$ cat src/rtl/eeprom_pkg.sv
// eeprom_pkg: READ opcode and controller state encoding shared by the EEPROM stream reader.
package eeprom_pkg;
  localparam logic [7:0] READ_OP = 8'h03;
  typedef enum logic [2:0] {IDLE, CMD, ADDR, READ, HOLD, DONE} state_e;
endpackage

$ cat src/rtl/spi_byte_shifter.sv
// spi_byte_shifter: mode-0 SPI byte engine, MSB-first out, SCLK of CLK_DIV-cycle half-periods, one-cycle done after the 8th high phase.
module spi_byte_shifter #(
  parameter int CLK_DIV = 2
) (
  input  logic       clk,
  input  logic       reset,
  input  logic       stop,
  input  logic       go,
  input  logic [7:0] din,
  input  logic       miso,
  output logic       sclk,
  output logic       mosi,
  output logic       done,
  output logic [7:0] dout
);
  localparam int CW = CLK_DIV > 1 ? $clog2(CLK_DIV) : 1;
  logic          active_q, hi_q, done_q, half_end;
  logic [CW-1:0] cnt_q;
  logic [2:0]    bit_q;
  logic [7:0]    tx_q, rx_q;
  assign half_end = cnt_q == CW'(CLK_DIV - 1);
  assign sclk = hi_q;
  assign mosi = active_q & tx_q[7];
  assign done = done_q;
  assign dout = rx_q;
  // MISO is captured on the rising edge, MOSI advances only on the falling edge
  always_ff @(posedge clk) begin
    if (reset || stop) begin
      active_q <= 1'b0;
      hi_q     <= 1'b0;
      done_q   <= 1'b0;
      cnt_q    <= '0;
      bit_q    <= '0;
      tx_q     <= '0;
      rx_q     <= '0;
    end else begin
      done_q <= 1'b0;
      if (!active_q) begin
        if (go) begin
          active_q <= 1'b1;
          tx_q     <= din;
          cnt_q    <= '0;
          bit_q    <= '0;
        end
      end else if (!half_end) cnt_q <= cnt_q + 1'b1;
      else begin
        cnt_q <= '0;
        hi_q  <= !hi_q;
        if (!hi_q) rx_q <= {rx_q[6:0], miso};
        else if (bit_q == 3'd7) begin
          active_q <= 1'b0;
          done_q   <= 1'b1;
        end else begin
          bit_q <= bit_q + 3'd1;
          tx_q  <= {tx_q[6:0], 1'b0};
        end
      end
    end
  end
endmodule

$ cat src/rtl/eeprom_stream_reader.sv
// eeprom_stream_reader: SPI EEPROM READ of BYTE_COUNT bytes into a valid/ready stream.
// Define EEPROM_STREAM_ABORT_EN to add the abort input.
module eeprom_stream_reader import eeprom_pkg::*; #(
  parameter int BYTE_COUNT = 100,
  parameter int CLK_DIV    = 2
) (
  input  logic       clk,
  input  logic       reset,
`ifdef EEPROM_STREAM_ABORT_EN
  input  logic       abort,
`endif
  input  logic       start,
  input  logic [7:0] start_addr,
  output logic       busy,
  output logic       done,
  output logic       eeprom_cs,
  output logic       eeprom_clk,
  output logic       eeprom_in,
  input  logic       eeprom_out,
  output logic [7:0] byte_data,
  output logic       byte_valid,
  input  logic       byte_ready
);
  state_e     state_q, state_d;
  logic [7:0] addr_q, addr_d, data_q, data_d, sh_din, sh_dout;
  logic [8:0] cnt_q, cnt_d;
  logic       kill, more, sh_go, sh_done;
`ifdef EEPROM_STREAM_ABORT_EN
  assign kill = abort && state_q != IDLE;
`else
  assign kill = 1'b0;
`endif
  assign more   = (cnt_q + 9'd1) < 9'(BYTE_COUNT);
  // each shift is launched on the edge that enters its state, so no idle gap follows acceptance
  assign sh_go  = (state_q == IDLE && start) || ((state_q == CMD || state_q == ADDR) && sh_done)
                || (state_q == HOLD && byte_ready && more);
  assign sh_din = state_q == IDLE ? READ_OP : state_q == CMD ? addr_q : 8'h00;
  spi_byte_shifter #(.CLK_DIV(CLK_DIV)) u_shifter (
    .clk(clk), .reset(reset), .stop(kill), .go(sh_go), .din(sh_din), .miso(eeprom_out),
    .sclk(eeprom_clk), .mosi(eeprom_in), .done(sh_done), .dout(sh_dout)
  );
  always_ff @(posedge clk) begin
    if (reset) begin
      state_q <= IDLE;
      addr_q  <= '0;
      data_q  <= '0;
      cnt_q   <= '0;
    end else begin
      state_q <= state_d;
      addr_q  <= addr_d;
      data_q  <= data_d;
      cnt_q   <= cnt_d;
    end
  end
  always_comb begin
    state_d = state_q;
    addr_d  = addr_q;
    data_d  = data_q;
    cnt_d   = cnt_q;
    case (state_q)
      IDLE: if (start) begin
        state_d = CMD;
        addr_d  = start_addr;
        cnt_d   = '0;
      end
      CMD:  if (sh_done) state_d = ADDR;
      ADDR: if (sh_done) state_d = READ;
      READ: if (sh_done) begin
        state_d = HOLD;
        data_d  = sh_dout;
      end
      HOLD: if (byte_ready) begin
        state_d = more ? READ : DONE;
        cnt_d   = cnt_q + 9'd1;
      end
      DONE:    state_d = IDLE;
      default: state_d = IDLE;
    endcase
    if (kill) state_d = IDLE;
  end
  always_comb begin
    eeprom_cs  = state_q == IDLE || state_q == DONE;
    busy       = state_q != IDLE;
    done       = state_q == DONE;
    byte_valid = state_q == HOLD;
    byte_data  = data_q;
  end
endmodule

$ cat config.mk
export PLATFORM = sky130hd
export DESIGN_NAME = eeprom_stream_reader
export DESIGN_NICKNAME = d
export VERILOG_FILES = /design/src/rtl/eeprom_pkg.sv /design/src/rtl/spi_byte_shifter.sv /design/src/rtl/eeprom_stream_reader.sv
export SDC_FILE = /design/constraint.sdc
export NUM_CORES = 1
export LEC_CHECK = 0
export ABC_AREA = 1
export ABC_CLOCK_PERIOD_IN_PS = 2400
export CORE_MARGIN = 1
export CORE_UTILIZATION = 55
export DETAILED_ROUTE_END_ITERATION = 16
export MAX_ROUTING_LAYER = met4
export PLACE_DENSITY = 0.78
export SKIP_CTS_REPAIR_TIMING = 1
export SLEW_MARGIN = 15
export SYNTH_ARGS = -nofsm -noshare
export SYNTH_HDL_FRONTEND = slang
export SYNTH_SLANG_ARGS = --single-unit
$ cat constraint.sdc
create_clock -name clk -period 2.4 [get_ports clk]
set_clock_uncertainty 0.1 [all_clocks]
set_input_delay 0.36 -clock clk [delete_from_list [all_inputs] [get_ports clk]]
set_output_delay 0.36 -clock clk [all_outputs]
set_load 0.005 [all_outputs]
==> flow_metrics.env, run 1 <==
export IMPL_grt_pass1_vias=1881
export IMPL_drive_gt1_share_pct=12.6
export IMPL_drcViolationCount=0
export IMPL_r2r_cells=15
export IMPL_yosys_area_top_type="dfxtp_1"
export IMPL_clockRootBuffer="clkbuf_8"
export IMPL_reg2reg_slack_ps=410
export IMPL_wl_per_cell_um=12.0
export IMPL_hold_class="register to register"
export IMPL_dieArea_um2=4610
export IMPL_fin_crit_ps=2220
export IMPL_async_flop_share_pct=0
export IMPL_syn_inst=335
export IMPL_rr_startpoint="cnt_q[0]$_SDFFE_PP0P_"
export IMPL_critPathRequiredTime_ps=1940
export IMPL_rows=23
export IMPL_leakage_nw=1.11
export IMPL_syn2layout_area_growth_pct=17.9
export IMPL_powerDensity_nw_per_um2=861
export IMPL_antenna_cells=0
export IMPL_critPathLaunchType="register"
export IMPL_synth_top_area_share_pct=42.8
export IMPL_numPortBuffers=26
export IMPL_gp_congestion=0.927
export IMPL_min_to="byte_data[0]$_SDFFE_PP0P_"
export IMPL_dr_wl_met2_um=2250
export IMPL_htreeDepth=2
export IMPL_cp_num_buf_inv=3
export IMPL_synth_main_ff_cell="dfxtp_1"
export IMPL_ioPinCount=27
export IMPL_postSynthRegisterBits=51
export IMPL_first_iter_violations=166
export IMPL_hold_violations=0
export IMPL_ys_types=26
export IMPL_crit_fanout=7
export IMPL_max_cap_violations=0
export IMPL_dr_total_vias=2168
export IMPL_worst_setup_path_type="register to output port"
export IMPL_ir_worst_vdd_mv=0.591
export IMPL_dp_hpwl_um=3480
export IMPL_clk_latency_ps=310
export IMPL_nFillCells=349
export IMPL_holdPathStages=2
export IMPL_wl_met3_um=171
export IMPL_synth_edff_count=0
export IMPL_seq_area_frac_synth_pct=42.8
export IMPL_crit_chain="nor2_2 > inv_2 > nor2_4 > inv_1 > o21ai_0 > clkdlybuf4s50_1"
export IMPL_critPathSlowestCell="clkdlybuf4s50_1"
export IMPL_cpPeakStageDelay_ps=510
export IMPL_arrival_ps=1760
export IMPL_timing_fmax_ghz=0.451
export IMPL_setup_tns_ps=0
export IMPL_ys_warn_count=0
export IMPL_numClockSinks=51
export IMPL_max_slew_margin_pct=54.2
export IMPL_cts_path_max_buffers=2
export IMPL_via_per_inst=5.22
export IMPL_r2r_end="u_shifter.tx_q[1]$_SDFFE_PP0P_"
export IMPL_synth_area_top_cells="dfxtp_1 (43%), nand2_1 (11%), a21oi_1 (8.6%)"
export IMPL_grt_overflow=0
export IMPL_critPathTopFamily="buffers and inverters"
export IMPL_fin_nets=380
export IMPL_grt_max_degree=31
export IMPL_outcome="finished clean"
export IMPL_die_h_um=67.9
export IMPL_finalPower_mw=2.42
export IMPL_worstMarginPinSlew_ps=687
export IMPL_ant_nets=0
export IMPL_grt_setup_unrepaired="false"
export IMPL_end_kind="output port"
export IMPL_cts_tree="done"
export IMPL_initial_core_util_pct=58.4
export IMPL_firstDrtPassIters=6
export IMPL_clk_pin_slew_ps=90
export IMPL_antenna_found_initial=0
export IMPL_synth_fp_nets=351
export IMPL_grt_usage_pct=23.9
export IMPL_numCtsBuffers=5
export IMPL_die_w_um=67.9
export IMPL_maxSlewViolCount=0
export IMPL_drt_met1_wl_um=2500
export IMPL_highest_layer="met4"
export IMPL_core_um2=4090
export IMPL_grt_pass1_wl_um=8090
export IMPL_synth_cell_area_um2=2390
export IMPL_avgSynthCellArea_um2=7.12
export IMPL_setup_viol=0
export IMPL_routed_wl_um=5000
export IMPL_fin_crit_sh_pct=92.4
export IMPL_worstHoldStart="byte_data[0]$_SDFFE_PP0P_"
## metrics by stage
step                      setup WS (ps)  util, %  instance area [um^2]  std cells  hold slack (ps)
after floorplan                     588        -                  2390        335              325
after global placement              484     65.9                  2690        407              349
after detailed placement            458     65.9                  2690        407              353
after CTS                           150     68.8                  2810        415              369
after global routing               33.9     68.9                  2810        415              390
final                               182     68.9                  2810        415              364
## cell type report
| cell class | count | area [um^2] | share of cell area (%) |
|---|---|---|---|
| clock buffer | 6 | 82.6 | 2.93 |
| clock inverter | 2 | 35.0 | 1.24 |
| inverter | 33 | 124 | 4.40 |
| multi-input combinational | 242 | 1190 | 42.3 |
| sequential | 51 | 1020 | 36.3 |
| tap | 50 | 62.6 | 2.22 |
| timing repair buffer | 31 | 298 | 10.6 |
## per-layer routing
layer	GRT usage, %	vias to the layer above
li1	-	1137
met5	-	-
met4	7.81	0
met2	38.0	42
met1	31.0	982
met3	4.00	7
## cells in the final DEF, fill, tap and decap left out, types with 2 or more instances in the layout
cell	Yosys	routed
nand3b_1	3	3
dfxtp_1	51	51
nor2_4	4	4
nor2_2	7	8
nand3_1	30	30
buf_4	0	5
nand2_1	70	70
clkinv_1	3	3
clkbuf_8	0	6
nor3_1	2	2
inv_1	26	26
a21oi_1	41	41
nor2_1	39	38
clkdlybuf4s50_1	0	26
nand2_4	3	3
nand2_2	13	13
o21ai_0	21	21
ha_1	3	3
inv_2	4	4
## synthesized netlist by cell type, types with 4 or more instances
cell and n:
nand2_1 70, dfxtp_1 51, a21oi_1 41, nor2_1 39
nand3_1 30, inv_1 26, o21ai_0 21, nand2_2 13
nor2_2 7, clkbuf_1 6, inv_2 4, nor2_4 4
## report_power, final
part	leakage (nW)	internal, mW	switching [mW]	total (mW)
registers	0.415	0.964	0.0714	1.04
clock network	0.0612	0.338	0.286	0.624
logic	0.638	0.282	0.480	0.762
## worst max path at each step
| stage | cells past startpoint | endpoint | slack (ps) | start |
|---|---|---|---|---|
| 6_report | 6 | eeprom_cs | 180 | state_q[1]$_SDFFE_PP0P_ |
| 5_1_grt | 6 | eeprom_cs | 30 | state_q[1]$_SDFFE_PP0P_ |
| 4_1_cts | 6 | eeprom_cs | 150 | state_q[1]$_SDFFE_PP0P_ |
| 3_5_place_dp | 7 | state_q[0]$_SDFFE_PP0P_ | 460 | start |
| 3_3_place_gp | 10 | u_shifter.tx_q[1]$_SDFFE_PP0P_ | 480 | start |
| 2_1_floorplan | 16 | u_shifter.tx_q[3]$_SDFFE_PP0P_ | 590 | cnt_q[0]$_SDFFE_PP0P_ |
## cells by family after synthesis
kind of cell / synth area share, %
AND/OR/NAND/NOR: 34.0
AO/OA/AOI/OAI: 14.2
flip-flops: 42.8
buffers and inverters: 7.39
adder cells (fa/ha/maj): 1.57
## sequential cells by signal (all words and copies together), names as in the netlist
name / cells
u_shifter.dout: 8
u_shifter.cnt_q: 1
state_q: 3
u_shifter.done: 1
cnt_q: 9
u_shifter.bit_q: 3
u_shifter.tx_q: 8
byte_data: 8
addr_q: 8
u_shifter.active_q: 1
u_shifter.sclk: 1
## worst reg2reg max path: stages (launching register included)
cell      delay [ps]
dfxtp_1          340
ha_1             220
nand2_1          100
clkinv_1         120
nand3_1           90
nand2_1           60
nor2_1            80
nand2_1           50
nand2_1          110
nand3_2           90
nand2_4          100
nand2_4           90
nand2_4          160
nand2_1           80
nand2_1           70
nor2_1            50
(Power assumes the default switching activity.)
==> run 2, diff against run 1 <==
Settings changed: CORE_UTILIZATION 55 to 36, PLACE_DENSITY 0.78 to default.
==> run 2 against run 1 <==
  * Critical path type unchanged
  * Via count about the same
  * Critical endpoint unchanged
  * Core utilization is 24 points lower
  * Clock power is 15% lower
  * First-iteration DRC count is 55% lower
  * Largest cell class unchanged
==> flow_metrics.env, run 2 (synthesis gave the netlist of run 1 again) <==
export IMPL_powerDensity_nw_per_um2=822
export IMPL_ioPinCount=27
export IMPL_die_h_um=83.4
export IMPL_max_cap_violations=0
export IMPL_maxSlewViolCount=0
export IMPL_worstMarginPinSlew_ps=380
export IMPL_clk_pin_slew_ps=100
export IMPL_cpPeakStageDelay_ps=530
export IMPL_core_um2=6390
export IMPL_initial_core_util_pct=37.4
export IMPL_drive_gt1_share_pct=13.1
export IMPL_fin_crit_sh_pct=94.4
export IMPL_mostFrequentLayoutCells="nand2_1 (70), dfxtp_1 (51), a21oi_1 (41)"
export IMPL_rows=29
export IMPL_antenna_found_initial=0
export IMPL_cts_tree="done"
export IMPL_largest_reg_flops=9
export IMPL_worst_setup_path_type="register to output port"
export IMPL_outcome="finished clean"
export IMPL_first_iter_violations=74
export IMPL_nFillCells=662
export IMPL_holdWs_ps=366
export IMPL_hold_class="register to register"
export IMPL_clk_latency_ps=310
export IMPL_gp_congestion=0.806
export IMPL_grt_pass1_vias=1982
export IMPL_crit_chain="nor2_2 > inv_2 > nor2_4 > inv_1 > o21ai_0 > clkdlybuf4s50_1"
export IMPL_grt_overflow=0
export IMPL_grt_max_degree=22
export IMPL_arrival_ps=1800
export IMPL_setup_viol=0
export IMPL_critPathSlowestCell="clkdlybuf4s50_1"
export IMPL_dr_total_vias=2167
export IMPL_end_kind="output port"
export IMPL_utilization_pct=44.5
export IMPL_clockRootBuffer="clkbuf_8"
export IMPL_hold_violations=0
export IMPL_grt_setup_unrepaired="false"
export IMPL_syn2layout_area_growth_pct=19.0
export IMPL_grt_usage_pct=16.3
export IMPL_numCtsBuffers=5
export IMPL_max_slew_margin_pct=74.6
export IMPL_setup_tns_ps=0
export IMPL_multi_input_area_um2=1190
export IMPL_ir_worst_vdd_mv=0.315
export IMPL_numClockSinks=51
export IMPL_dp_hpwl_um=3830
export IMPL_wl_per_cell_um=11.9
export IMPL_grt_pass1_wl_um=9000
export IMPL_routed_wl_um=5300
export IMPL_leakage_nw=1.11
export IMPL_cp_num_buf_inv=3
export IMPL_cts_path_max_buffers=2
export IMPL_dieArea_um2=6960
export IMPL_drcViolationCount=0
export IMPL_fin_crit_ps=2260
export IMPL_top_register="cnt_q"
export IMPL_critPathLaunchType="register"
export IMPL_seq_area_um2=1020
export IMPL_die_w_um=83.4
export IMPL_critPathRequiredTime_ps=1940
export IMPL_firstDrtPassIters=4
export IMPL_htreeDepth=2
export IMPL_timing_fmax_ghz=0.442
export IMPL_ant_nets=0
export IMPL_mostFrequentLayoutCell="nand2_1"
export IMPL_crit_fanout=7
export IMPL_via_per_inst=4.88
export IMPL_fin_nets=382
export IMPL_numPortBuffers=26
export IMPL_antenna_cells=0
export IMPL_critPathTopFamily="buffers and inverters"
-- run 2: layout make-up --
| type | count | share of cell area, % |
|---|---|---|
| well taps | 77 | 3.39 |
| clock inverters | 3 | 0.925 |
| clock buffers | 5 | 2.42 |
| flip-flops and latches | 51 | 35.9 |
| multi-input cells | 242 | 41.9 |
| repair buffers | 33 | 11.0 |
| inverters | 33 | 4.36 |
-- run 2: final timing paths --
kind | from | to | slack [ps] | cells after the start
worst max-delay path | state_q[1]$_SDFFE_PP0P_ | eeprom_cs | 140 | 6
worst min-delay path | addr_q[6]$_SDFFE_PP0P_ | addr_q[6]$_SDFFE_PP0P_ | 370 | 2
worst max register to register | cnt_q[0]$_SDFFE_PP0P_ | u_shifter.tx_q[7]$_SDFFE_PP0P_ | 420 | 13
worst min register to register | addr_q[6]$_SDFFE_PP0P_ | addr_q[6]$_SDFFE_PP0P_ | 370 | 2
-- run 2: metal layers --
metal  track usage (%)  routed length, um  vias to the layer above
met2              25.6               2420                       34
met1              21.2               2650                      988
met5                 -                  0                        -
met3              3.18                165                        4
met4              5.08                 55                        0
li1                  -                  -                     1141
-- run 2: worst min-delay path, stage by stage (launching register included) --
cell and delay (ps):
dfxtp_1 310, inv_1 60, a21oi_1 60
-- run 2: through the flow --
step | instance area (um^2) | power, mW | setup WS (ps) | cells
after global routing | 2840 | 2.49 | 26.6 | 444
after global placement | 2740 | 1.81 | 451 | 436
after CTS | 2840 | 2.35 | 98.8 | 444
after detailed placement | 2740 | 1.81 | 442 | 436
final | 2840 | 2.33 | 135 | 444
after floorplan | 2390 | 1.60 | 588 | 335
-- run 2: power by group --
group / total, mW / leakage [nW] / switching (mW) / internal [mW]
sequential: 1.03 / 0.415 / 0.0686 / 0.964
clock: 0.533 / 0.0491 / 0.317 / 0.215
combinational: 0.768 / 0.647 / 0.484 / 0.284
